--- config.mk ---
export PLATFORM = sky130hd
export DESIGN_NAME = urv_uart_tx
export DESIGN_NICKNAME = d
export VERILOG_FILES = /design/src/rtl/urv_uart_tx.sv
export SDC_FILE = /design/constraint.sdc
export NUM_CORES = 1
export LEC_CHECK = 0
export ABC_AREA = 1
export CORE_UTILIZATION = 50
export DETAILED_ROUTE_END_ITERATION = 8
export GPL_TIMING_DRIVEN = 0
export PLACE_DENSITY_LB_ADDON = 0.25
export SLEW_MARGIN = 5
export SYNTH_ARGS = -nofsm -noshare
export SYNTH_HDL_FRONTEND = slang
export SYNTH_SLANG_ARGS = --single-unit
--- constraint.sdc ---
create_clock -name clk_i -period 3.6 [get_ports clk_i]
set_input_delay 0.54 -clock clk_i [delete_from_list [all_inputs] [get_ports clk_i]]
set_output_delay 0.54 -clock clk_i [all_outputs]
set_load 0.02 [all_outputs]
--- src/rtl/urv_uart_tx.sv ---
// Memory-mapped 8N1 UART transmitter for the uRV data bus.
// Holds TXDATA/STATUS/DIVIDER registers and a byte FIFO that feeds the serializer.
module urv_uart_tx #(
    parameter logic [31:0] g_base_addr       = 32'h0001_0000,
    parameter int          g_fifo_depth_log2 = 4,
    parameter logic [15:0] g_clk_div_default = 16'd867
) (
    input  logic        clk_i,
    input  logic        rst_n_i,
    input  logic [31:0] dm_addr_i,
    input  logic [31:0] dm_data_s_i,
    input  logic [3:0]  dm_data_select_i,
    input  logic        dm_store_i,
    input  logic        dm_load_i,
    output logic [31:0] dm_data_l_o,
    output logic        dm_store_done_o,
    output logic        dm_load_done_o,
    output logic        txd_o,
    output logic        irq_o
);
    localparam int c_depth = 2 ** g_fifo_depth_log2;
    localparam int c_pw    = g_fifo_depth_log2 + 1;

    typedef enum logic [1:0] {ST_IDLE, ST_START, ST_DATA, ST_STOP} state_t;

    function automatic logic [15:0] merge_bytes(input logic [15:0] old_v,
                                                input logic [15:0] new_v,
                                                input logic [1:0]  sel);
        merge_bytes = old_v;
        if (sel[0]) merge_bytes[7:0]  = new_v[7:0];
        if (sel[1]) merge_bytes[15:8] = new_v[15:8];
    endfunction

    logic [7:0]      mem_r [c_depth];
    logic [c_pw-1:0] wr_ptr_r, rd_ptr_r, level_s;
    logic            empty_s, full_s;
    logic            hit_s, wr_txdata_s, wr_status_s, wr_div_s;
    logic            pop_s, push_ok_s, ovf_set_s, bit_end_s;
    logic            ovf_r;
    logic [15:0]     div_r, cnt_r;
    logic [7:0]      sh_r;
    logic [2:0]      bit_idx_r;
    state_t          state_r;
    logic            txd_r;
    logic [31:0]     rdata_s, data_l_r;
    logic            store_done_r, load_done_r;
    logic            unused_s;

    assign unused_s    = ^{dm_data_s_i[31:16], dm_data_select_i[3:2]};
    assign hit_s       = (dm_addr_i[31:4] == g_base_addr[31:4]);
    assign wr_txdata_s = dm_store_i && hit_s && (dm_addr_i[3:0] == 4'h0) && dm_data_select_i[0];
    assign wr_status_s = dm_store_i && hit_s && (dm_addr_i[3:0] == 4'h4) && dm_data_select_i[0];
    assign wr_div_s    = dm_store_i && hit_s && (dm_addr_i[3:0] == 4'h8);

    assign level_s   = wr_ptr_r - rd_ptr_r;
    assign empty_s   = (level_s == {c_pw{1'b0}});
    assign full_s    = (level_s == c_pw'(c_depth));
    assign bit_end_s = (cnt_r == 16'd0);
    // The serializer also pops at the end of STOP so consecutive frames abut.
    assign pop_s     = !empty_s && ((state_r == ST_IDLE) || ((state_r == ST_STOP) && bit_end_s));
    assign push_ok_s = wr_txdata_s && (!full_s || pop_s);
    assign ovf_set_s = wr_txdata_s && full_s && !pop_s;

    assign irq_o           = empty_s && (state_r == ST_IDLE);
    assign txd_o           = txd_r;
    assign dm_data_l_o     = data_l_r;
    assign dm_store_done_o = store_done_r;
    assign dm_load_done_o  = load_done_r;

    // FIFO storage, no reset needed since pointers qualify every entry
    always_ff @(posedge clk_i) begin
        if (push_ok_s) begin
            mem_r[wr_ptr_r[g_fifo_depth_log2-1:0]] <= dm_data_s_i[7:0];
        end
    end

    // FIFO pointers
    always_ff @(posedge clk_i or negedge rst_n_i) begin
        if (!rst_n_i) begin
            wr_ptr_r <= {c_pw{1'b0}};
            rd_ptr_r <= {c_pw{1'b0}};
        end else begin
            if (push_ok_s) wr_ptr_r <= wr_ptr_r + c_pw'(1);
            if (pop_s)     rd_ptr_r <= rd_ptr_r + c_pw'(1);
        end
    end

    // Control registers: sticky overflow and bit-time divider
    always_ff @(posedge clk_i or negedge rst_n_i) begin
        if (!rst_n_i) begin
            ovf_r <= 1'b0;
            div_r <= g_clk_div_default;
        end else begin
            if (ovf_set_s)                         ovf_r <= 1'b1;
            else if (wr_status_s && dm_data_s_i[3]) ovf_r <= 1'b0;
            if (wr_div_s) div_r <= merge_bytes(div_r, dm_data_s_i[15:0], dm_data_select_i[1:0]);
        end
    end

    // Register read mux
    always_comb begin
        rdata_s = 32'd0;
        case (dm_addr_i[3:0])
            4'h4: begin
                rdata_s[8 +: c_pw] = level_s;
                rdata_s[3:0]       = {ovf_r, (state_r != ST_IDLE), empty_s, full_s};
            end
            4'h8:    rdata_s[15:0] = div_r;
            default: rdata_s = 32'd0;
        endcase
    end

    // Bus acknowledge and registered load data
    always_ff @(posedge clk_i or negedge rst_n_i) begin
        if (!rst_n_i) begin
            store_done_r <= 1'b0;
            load_done_r  <= 1'b0;
            data_l_r     <= 32'd0;
        end else begin
            store_done_r <= dm_store_i && hit_s;
            load_done_r  <= dm_load_i && hit_s;
            data_l_r     <= (dm_load_i && hit_s) ? rdata_s : 32'd0;
        end
    end

    // Serializer: every state lasts div_r+1 clocks, reloaded only at bit boundaries
    always_ff @(posedge clk_i or negedge rst_n_i) begin
        if (!rst_n_i) begin
            state_r   <= ST_IDLE;
            cnt_r     <= 16'd0;
            sh_r      <= 8'd0;
            bit_idx_r <= 3'd0;
            txd_r     <= 1'b1;
        end else begin
            case (state_r)
                ST_IDLE: begin
                    if (pop_s) begin
                        sh_r    <= mem_r[rd_ptr_r[g_fifo_depth_log2-1:0]];
                        cnt_r   <= div_r;
                        txd_r   <= 1'b0;
                        state_r <= ST_START;
                    end else begin
                        txd_r <= 1'b1;
                    end
                end
                ST_START: begin
                    if (bit_end_s) begin
                        cnt_r     <= div_r;
                        bit_idx_r <= 3'd0;
                        txd_r     <= sh_r[0];
                        state_r   <= ST_DATA;
                    end else begin
                        cnt_r <= cnt_r - 16'd1;
                    end
                end
                ST_DATA: begin
                    if (bit_end_s) begin
                        cnt_r <= div_r;
                        if (bit_idx_r == 3'd7) begin
                            txd_r   <= 1'b1;
                            state_r <= ST_STOP;
                        end else begin
                            sh_r      <= {1'b0, sh_r[7:1]};
                            txd_r     <= sh_r[1];
                            bit_idx_r <= bit_idx_r + 3'd1;
                        end
                    end else begin
                        cnt_r <= cnt_r - 16'd1;
                    end
                end
                ST_STOP: begin
                    if (bit_end_s) begin
                        if (pop_s) begin
                            sh_r    <= mem_r[rd_ptr_r[g_fifo_depth_log2-1:0]];
                            cnt_r   <= div_r;
                            txd_r   <= 1'b0;
                            state_r <= ST_START;
                        end else begin
                            txd_r   <= 1'b1;
                            state_r <= ST_IDLE;
                        end
                    end else begin
                        cnt_r <= cnt_r - 16'd1;
                    end
                end
                default: begin
                    txd_r   <= 1'b1;
                    state_r <= ST_IDLE;
                end
            endcase
        end
    end
endmodule
==> impl_metrics.ini, run 1 <==
[grt]
grt_pass1_vias = 7306
grt_max_degree = 57
grt_usage_pct = 24.8
grt_pass1_wl_um = 38700
overflow = 0
antenna_found_initial = 0

[clock_network]
clock_sinks = 203
clock_latency_ns = 0.53
root_buffer = clkbuf_16
clk_pin_slew_ns = 0.06
cts_buffer_depth = 3
cts_buffers = 23
h-tree-depth = 1
cts_tree = built

[worst_setup_path]
cp_slowest_cell = nor2_1
cpPeakStageDelay_ns = 0.76
crit_path_frequent_cell = nand2_1
cp-end-kind = register
worstPathCellList = clkbuf_4 > inv_1 > buf_4 > ha_1 > nand3_1 > nand2_1 > nand2_1 > nand2_1 > nand2_1 > nor2_1 > nand2_2 > buf_4 > nand3_2 > nor2_1
cp-start-kind = register
arrival_ns = 3.53
crit_fanout = 10
worstPathRequired_ns = 3.75
worstSetupPathType = reg2reg

[placed_design]
dpl.hpwl_um = 17400
place_inst = 1469
gp_congestion = 0.957
port-buffer-count = 73

[routing]
drt-met1-wl_um = 10800
drt_first_iter_violations = 701
wl_met2_um = 12200
detailedRoute.firstPassIterationCount = 5
vias = 7945
dr_wl_met3_um = 1420
drc_errors = 0
wl_um = 25100
postRouteAntennaNets = 0
wl_per_cell_um = 16.6
top_layer_used = met4
via_per_inst = 5.25

[layout]
antennaDiodeCount = 0
drive_above_1_share_pct = 8.90
finalNetCount = 1320
area_growth_pct = 19.3
final_core_util_pct = 61.1
final_cells = 1512

[synth]
synth-edff-count = 128
yosysTopAreaCell = edfxtp_1
ys_ff_latch = 203
postSynth.asyncResetShare_pct = 36.9
ys_top_cells_by_area = edfxtp_1 38%, dfrtp_1 17%, nand2_1 8.3%
ys.flop_type = edfxtp_1
synthCells = 1115
yosysSeqAreaShare_pct = 57.2
yosys_warnings = 0
syn_area_per_cell_sq_um = 8.98
yosys-top-cells-count = 221 x nand2_1, 185 x nor2_1, 128 x edfxtp_1
netlist_area_sq_um = 10000
yosysMostFrequentCell = nand2_1
ys_types = 40
synthDominantCellAreaShare_pct = 38.4

[die]
die_y_um = 144
die-area_sq_um = 20600
rows = 51
fp.dieW_um = 144
start_util_pct = 51.3
top_level_ports = 108
design.core.area_sq_um = 19500

[power]
p_per_area_nw_per_um2 = 543
p_leak_nw = 5.17
peakVddDrop_v = 0.000364

[timing]
setup_viol = 0
worst_pin_slew_ns = 0.931
whs_ns = 0.459
rsz0062_at_grt = no
fin_crit_sh_pct = 94.0
fmax_mhz = 296
skew_ns = 0.0205
maxSlewViolCount = 0
slew_headroom_pct = 37.7
period_needed_ns = 3.38
hold_viol = 0

[min_path]
hp-class = in2async

[flow_run]
cap_viol_max_count = 0

[run_status]
status = finished, final reports clean
## metal layers
metal / vias to the layer above / global-route usage, %
met1: 3728 / 33.2
li1: 3900 / -
met4: 0 / 8.57
met3: 53 / 3.67
met5: - / 0
met2: 264 / 41.0
## repair_timing
item,4_1_cts,5_1_grt
resized for setup,4,5
setup endpoints to repair,1,1
hold buffers,1,0
hold endpoints to repair,18,0
buffers inserted,0,0
## critical path: cells and delay by family, from the launching register on
kind	cells	cell delay, ns
fa+ha+maj	1	0.25
simple gates	9	1.55
buf+inv	4	0.78
flops	1	0.43
## cells in the final DEF, fill, tap and decap left out, types with 10 or more instances in the layout
| master | netlist | routed |
|---|---|---|
| nor3_1 | 13 | 13 |
| clkdlybuf4s50_1 | 0 | 71 |
| clkbuf_16 | 0 | 23 |
| a21oi_1 | 27 | 27 |
| conb_1 | 1 | 16 |
| buf_4 | 18 | 20 |
| buf_2 | 17 | 15 |
| nand4_1 | 10 | 10 |
| dfrtp_1 | 68 | 67 |
| nor2_1 | 185 | 184 |
| xor2_1 | 10 | 10 |
| o21ai_1 | 10 | 10 |
| ha_1 | 17 | 17 |
| inv_1 | 108 | 108 |
| edfxtp_1 | 128 | 128 |
| o21ai_0 | 113 | 113 |
| clkbuf_1 | 17 | 21 |
| nand2_1 | 221 | 221 |
| nand3_1 | 92 | 92 |
## state kept, by name, summed over array words and instances, names as in the netlist
register	flops
mem_r	128
bit_idx_r	3
txd_o	1
rd_ptr_r	5
dm_data_l_o	16
ovf_r	1
cnt_r	16
dm_load_done_o	1
sh_r	8
div_r	16
wr_ptr_r	5
state_r	2
dm_store_done_o	1
## through the flow
stage	setup slack (ns)	power, mW	TNS [ns]	cell area, sq um
after global placement	-0.687	4.12	-46.24	11100
after detailed placement	0.104	4.15	0	11200
final	0.217	6.48	0	11900
after global routing	0.0370	6.76	0	11900
after floorplan	0.983	3.66	0	10100
after CTS	0.0719	6.49	0	11900
## where the power goes
group	total [mW]	switching, mW	internal [mW]	leakage (nW)
sequential	2.56	0.0281	2.53	2.13
clock	2.35	0.947	1.41	0.373
combinational	1.57	1.09	0.480	2.67
## cell families (layout without fill, tap and decap cells)
| family | after synthesis | in the layout | share of synthesized area (%) |
|---|---|---|---|
| flip-flops | 203 | 203 | 57.2 |
| XOR/XNOR | 12 | 12 | 1.05 |
| AO/OA/AOI/OAI | 166 | 166 | 8.79 |
| adder cells (fa/ha/maj) | 18 | 18 | 2.32 |
| buffers and inverters | 169 | 286 | 7.30 |
| AND/OR/NAND/NOR | 546 | 546 | 23.3 |
| other | 1 | 16 | 0.0375 |
## layout make-up
class	count	area, sq um
Clock inverter	11	118
Clock buffer	31	646
Inverter	114	432
Buffer	55	308
Timing Repair Buffer	75	761
Tap cell	265	332
Fill cell	1690	7590
Multi-Input combinational cell	758	3610
Sequential cell	203	5730
## final timing paths
kind | start | to | slack [ns] | cells after the start
worst max-delay path | rd_ptr_r[1] | mem_r[12][3] | 0.22 | 14
worst min-delay path | rst_n_i | cnt_r[11] | 0.46 | 2
worst max register to register | rd_ptr_r[1] | mem_r[12][3] | 0.22 | 14
worst min register to register | sh_r[4] | sh_r[4] | 0.48 | 2
max in group asynchronous | rst_n_i | div_r[1] | 2.52 | 3
min in group clk_i | sh_r[4] | sh_r[4] | 0.48 | 2
Note: power is estimated with default switching activity, not from simulation.
==> inputs of run 2 (changes only) <==
--- a/constraint.sdc
+++ b/constraint.sdc
@@ -3,2 +3,2 @@
 set_output_delay 0.54 -clock clk_i [all_outputs]
-set_load 0.02 [all_outputs]
+set_load 0.005 [all_outputs]
==> run 2 against run 1 <==
Compared with the run above: clock-buffer cell count unchanged; clock skew about the same; sequential power about the same; maximum frequency shrank 2.9%; highest routed layer unchanged.
==> impl_metrics.ini, run 2 (synthesized netlist as in run 1, its figures left out) <==
[run_status]
status = finished, final reports clean

[timing]
period_needed_ns = 3.48
rsz0062_at_grt = no
maxSlewViolCount = 0
skew_ns = 0.0206
slew_headroom_pct = 38.0
setup_viol = 0
worst_pin_slew_ns = 0.926
fmax_mhz = 287
fin_crit_sh_pct = 96.7
hold_viol = 0

[grt]
grt-busiest-layer = met2
met2_usage_pct = 41.1
met3_usage_pct = 3.67
overflow = 0
grt_pass1_wl_um = 38700
antenna_found_initial = 0
grt_pass1_vias = 7310
grt_usage_pct = 24.8
grtUsageMet1_pct = 33.2
grt_max_degree = 57

[die]
design.core.area_sq_um = 19500
die_y_um = 144
top_level_ports = 108
die-area_sq_um = 20600
fp.dieW_um = 144
start_util_pct = 51.3
rows = 51

[placed_design]
dpl.hpwl_um = 17400
gp_congestion = 0.957
port-buffer-count = 73
placed_cell_area_sq_um = 11200

[power]
p_per_area_nw_per_um2 = 542
peakVddDrop_v = 0.000369
p_leak_nw = 5.19
p_total_mw = 6.49

[worst_setup_path]
worstSetupPathType = reg2out
cp-end-kind = output port
cp-start-kind = register
worstPathRequired_ns = 3.06
crit_fanout = 5
arrival_ns = 2.94

[layout]
fin_area_sq_um = 12000
antennaDiodeCount = 0
final_core_util_pct = 61.4
final_cell_mix = 220 x nand2_1, 184 x nor2_1, 128 x edfxtp_1, 113 x o21ai_0, 106 x inv_1
area_growth_pct = 19.7
layout_commonest_cell = nand2_1
fillerInstances = 1679
finalNetCount = 1324
drive_above_1_share_pct = 9.35
register_area_sq_um = 5730
largest_reg_flops = 128
multiInputGateArea_sq_um = 3620

[routing]
wl_per_cell_um = 16.6
vias = 7969
via_per_inst = 5.26
wl_um = 25100
detailedRoute.firstPassIterationCount = 5
drc_errors = 0
postRouteAntennaNets = 0
drt_first_iter_violations = 760

[flow_run]
cap_viol_max_count = 0

[clock_network]
clock_latency_ns = 0.53
h-tree-depth = 1
cts_tree = built
cts_buffers = 23
clock_sinks = 203
clk_pin_slew_ns = 0.06
root_buffer = clkbuf_16
cts_buffer_depth = 3

[min_path]
hp-class = in2async
-- run 2: power breakdown --
group	leakage (nW)	internal, mW	switching (mW)	total [mW]
combinational	2.68	0.505	1.08	1.58
clock	0.373	1.41	0.947	2.35
sequential	2.13	2.53	0.0279	2.56
total	5.19	4.44	2.05	6.49
-- run 2: area by class of cell --
class / instances / share of cell area (%)
well taps: 265 / 2.77
multi-input cells: 758 / 30.2
inverters: 114 / 3.58
plain buffers: 55 / 2.60
flip-flops and latches: 203 / 47.8
repair buffers: 79 / 6.64
clock inverters: 11 / 0.982
clock buffers: 31 / 5.39
-- run 2: path summary, 6_finish.rpt --
kind                            slack [ns]   startpoint  cells after the start      endpoint
max in group asynchronous             2.51      rst_n_i                      3      div_r[6]
min in group clk_i                    0.48      sh_r[4]                      2       sh_r[4]
worst max register to register        0.40  rd_ptr_r[0]                     10  mem_r[12][3]
worst max-delay path                  0.12  rd_ptr_r[0]                      9         irq_o
worst min register to register        0.48      sh_r[4]                      2       sh_r[4]
worst min-delay path                  0.46      rst_n_i                      2     cnt_r[11]
-- run 2: through the flow --
stage | hold slack, ns | setup WS (ns) | instances | setup TNS [ns]
after floorplan | 0.244 | 0.983 | 1130 | 0
after global placement | 0.465 | -0.687 | 1468 | -46.24
after detailed placement | 0.449 | 0.208 | 1469 | 0
after CTS | 0.469 | 0.00981 | 1513 | 0
after global routing | 0.486 | 0.00731 | 1516 | 0
final | 0.460 | 0.118 | 1516 | 0
-- run 2: what timing repair did --
| action | CTS | global route |
|---|---|---|
| cloned | 0 | 0 |
| buffers inserted | 1 | 3 |
| pin swaps | 0 | 1 |
| hold buffers | 1 | 0 |
| gates resized for setup | 6 | 4 |
| endpoints found under the setup margin | 1 | 1 |
| hold endpoints to repair | 18 | 0 |
-- run 2: routing by layer --
layer | wire, um | part of all wire (%)
met1 | 11000 | 44
met5 | 0 | 0
met2 | 12100 | 48
met4 | 663 | 2.6
met3 | 1400 | 5.6
-- run 2: worst max-delay path, cell delays in order (launching register included) --
cell and delay (ns):
dfrtp_1 0.45, ha_1 0.25, fa_2 0.54, nand2_1 0.05
nor2_1 0.15, nand2_1 0.13, nor2_4 0.20, nand2_2 0.10
inv_1 0.06, clkdlybuf4s50_1 0.49
==> inputs of run 3 (changes only) <==
Settings changed: SETUP_SLACK_MARGIN from default to 0.5, TNS_END_PERCENT from default to 1.
Clock period 3.6 ns to 3.7 ns, I/O delays scaled along.
==> run 3 against run 2 <==
Compared with the run above: worst setup slack better by 0.35 ns; clock power shrank 3%; clock skew shrank 0.0064 ns; register-to-register slack better by 0.07 ns; flip-flop and latch count unchanged; critical path depth is 11 higher; die area stayed put; via count grew 0.67%; sequential power down 3%; first-iteration DRC count fell by 4.1%; core utilization grew 0.85 points.
==> impl_metrics.ini, run 3 (synthesized netlist as in run 1, its figures left out) <==
[run_status]
status = finished, final reports clean

[worst_setup_path]
arrival_ns = 3.64
cp_slowest_cell = fa_2
timing.critical_path.depth = 20
cp-start-kind = register
cpPeakStageDelay_ns = 0.38
path_buf_inv = 10
crit_path_frequent_cell = buf_4
r2r_cells = 20
worstSetupPathType = reg2reg
crit_fanout = 10
worstPathCellList = inv_2 > ha_4 > fa_2 > xnor2_2 > nor2_2 > buf_4 > buf_4 > buf_4 > buf_4 > buf_4 > buf_4 > buf_4 > buf_4 > nand3_2 > clkbuf_4 > nand3_1 > nand3_1 > nand2_1 > nand2_1 > nand2_1
cp-end-kind = register
worstPathRequired_ns = 4.11
crit_family = buffers and inverters

[power]
p_int_mw = 4.38
p_clk_share_pct = 35.8
swShare_pct = 31.5
p_sw_mw = 2.01
p_per_area_nw_per_um2 = 526
peakVddDrop_v = 0.000355
p_leak_nw = 5.26
p_seq_share_pct = 39.0
p_comb_share_pct = 25.2

[routing]
postRouteAntennaNets = 0
via_per_inst = 5.24
drc_errors = 0
detailedRoute.firstPassIterationCount = 7
wl_per_cell_um = 16.7
wl_um = 25600
vias = 8022
drt_first_iter_violations = 729

[timing]
setup_tns_ns = 0
slew_headroom_pct = 40.0
maxSlewViolCount = 0
whs_ns = 0.470
fin_ws_ns = 0.470
setup_viol = 0
worst_pin_slew_ns = 0.896
hold_viol = 0
skew_ns = 0.0142
fmax_mhz = 310
fin_crit_sh_pct = 87.3
rsz0062_at_grt = yes
period_needed_ns = 3.23

[clock_network]
clk_pin_slew_ns = 0.06
clock_sinks = 203
cts_buffers = 23
h-tree-depth = 1
cts_buffer_depth = 3
root_buffer = clkbuf_16
clock_latency_ns = 0.53
cts_tree = built

[flow_run]
cap_viol_max_count = 0

[min_path]
hp-class = in2async

[die]
top_level_ports = 108
rows = 51
fp.dieW_um = 144
design.core.area_sq_um = 19500
start_util_pct = 51.3
die-area_sq_um = 20600
die_y_um = 144

[layout]
antennaDiodeCount = 0
final_cell_mix = 217 x nand2_1, 182 x nor2_1, 128 x edfxtp_1, 113 x o21ai_0, 104 x inv_1
finalNetCount = 1338
layout_commonest_cell = nand2_1
fin_area_sq_um = 12100
largest_reg_flops = 128
drive_above_1_share_pct = 11.1
area_growth_pct = 21.3

[placed_design]
placed_cell_area_sq_um = 11200
pre_cts_slack_ns = 0.293
dpl.hpwl_um = 17400
port-buffer-count = 73
gp_congestion = 0.957

[grt]
overflow = 0
grt_max_degree = 57
grt_pass1_vias = 7430
grt_pass1_wl_um = 39600
antenna_found_initial = 0
grt_usage_pct = 25.4
## run 3: final cells by class
cell class | instances | area [sq um]
multi-input cells | 758 | 3650
inverters | 114 | 434
flip-flops and latches | 203 | 5730
plain buffers | 55 | 322
fillers | 1650 | 7380
well taps | 265 | 332
clock buffers | 31 | 646
clock inverters | 11 | 118
repair buffers | 93 | 912
## run 3: what timing repair did
item,in CTS,in global routing
endpoints found under the hold margin,18,0
resized for setup,24,3
hold buffers,1,0
endpoints found under the setup margin,121,121
buffers inserted,17,1
pin swaps,6,1
## run 3: worst register-to-register path, stage by stage, from the launching register on
cell,delay [ns]
dfrtp_1,0.36
inv_2,0.08
ha_4,0.17
fa_2,0.38
xnor2_2,0.24
nor2_2,0.09
buf_4,0.14
buf_4,0.12
buf_4,0.12
buf_4,0.12
buf_4,0.12
buf_4,0.13
buf_4,0.12
buf_4,0.12
nand3_2,0.14
clkbuf_4,0.24
nand3_1,0.14
nand3_1,0.12
nand2_1,0.06
nand2_1,0.06
nand2_1,0.04
## run 3: through the flow
step | instances | utilization (%) | power, mW
2_1_floorplan | 1130 | - | 3.54
3_3_place_gp | 1468 | 57.0 | 3.99
3_5_place_dp | 1469 | 57.1 | 4.02
4_1_cts | 1529 | 62.0 | 6.36
5_1_grt | 1530 | 62.2 | 6.67
6_report | 1530 | 62.2 | 6.39
## run 3: path summary, 6_finish.rpt
path	endpoint	start	slack, ns
max	cnt_r[4]	wr_ptr_r[0]	0.47
min	cnt_r[11]	rst_n_i	0.47
max reg2reg	cnt_r[4]	wr_ptr_r[0]	0.47
min reg2reg	sh_r[4]	sh_r[4]	0.48
max in group asynchronous	div_r[1]	rst_n_i	2.61
min in group clk_i	sh_r[4]	sh_r[4]	0.48
## run 3: per-layer routing
metal	global-route usage [%]	vias to the layer above	wire length, um	share of wire, %
li1	-	3934	-	-
met1	34.0	3735	10700	42
met2	42.8	310	12600	49
met3	3.60	43	1710	6.7
met4	7.89	0	592	2.3
met5	0	-	0	0
## run 3: power by group through the flow
| stage | combinational [mW] | clock, mW | sequential [mW] |
|---|---|---|---|
| after CTS | 1.57 | 2.31 | 2.49 |
| after global placement | 1.46 | 0 | 2.53 |
| after floorplan | 1.01 | 0 | 2.53 |
| after detailed placement | 1.48 | 0 | 2.53 |
| final | 1.61 | 2.29 | 2.49 |
| after global routing | 1.79 | 2.39 | 2.49 |
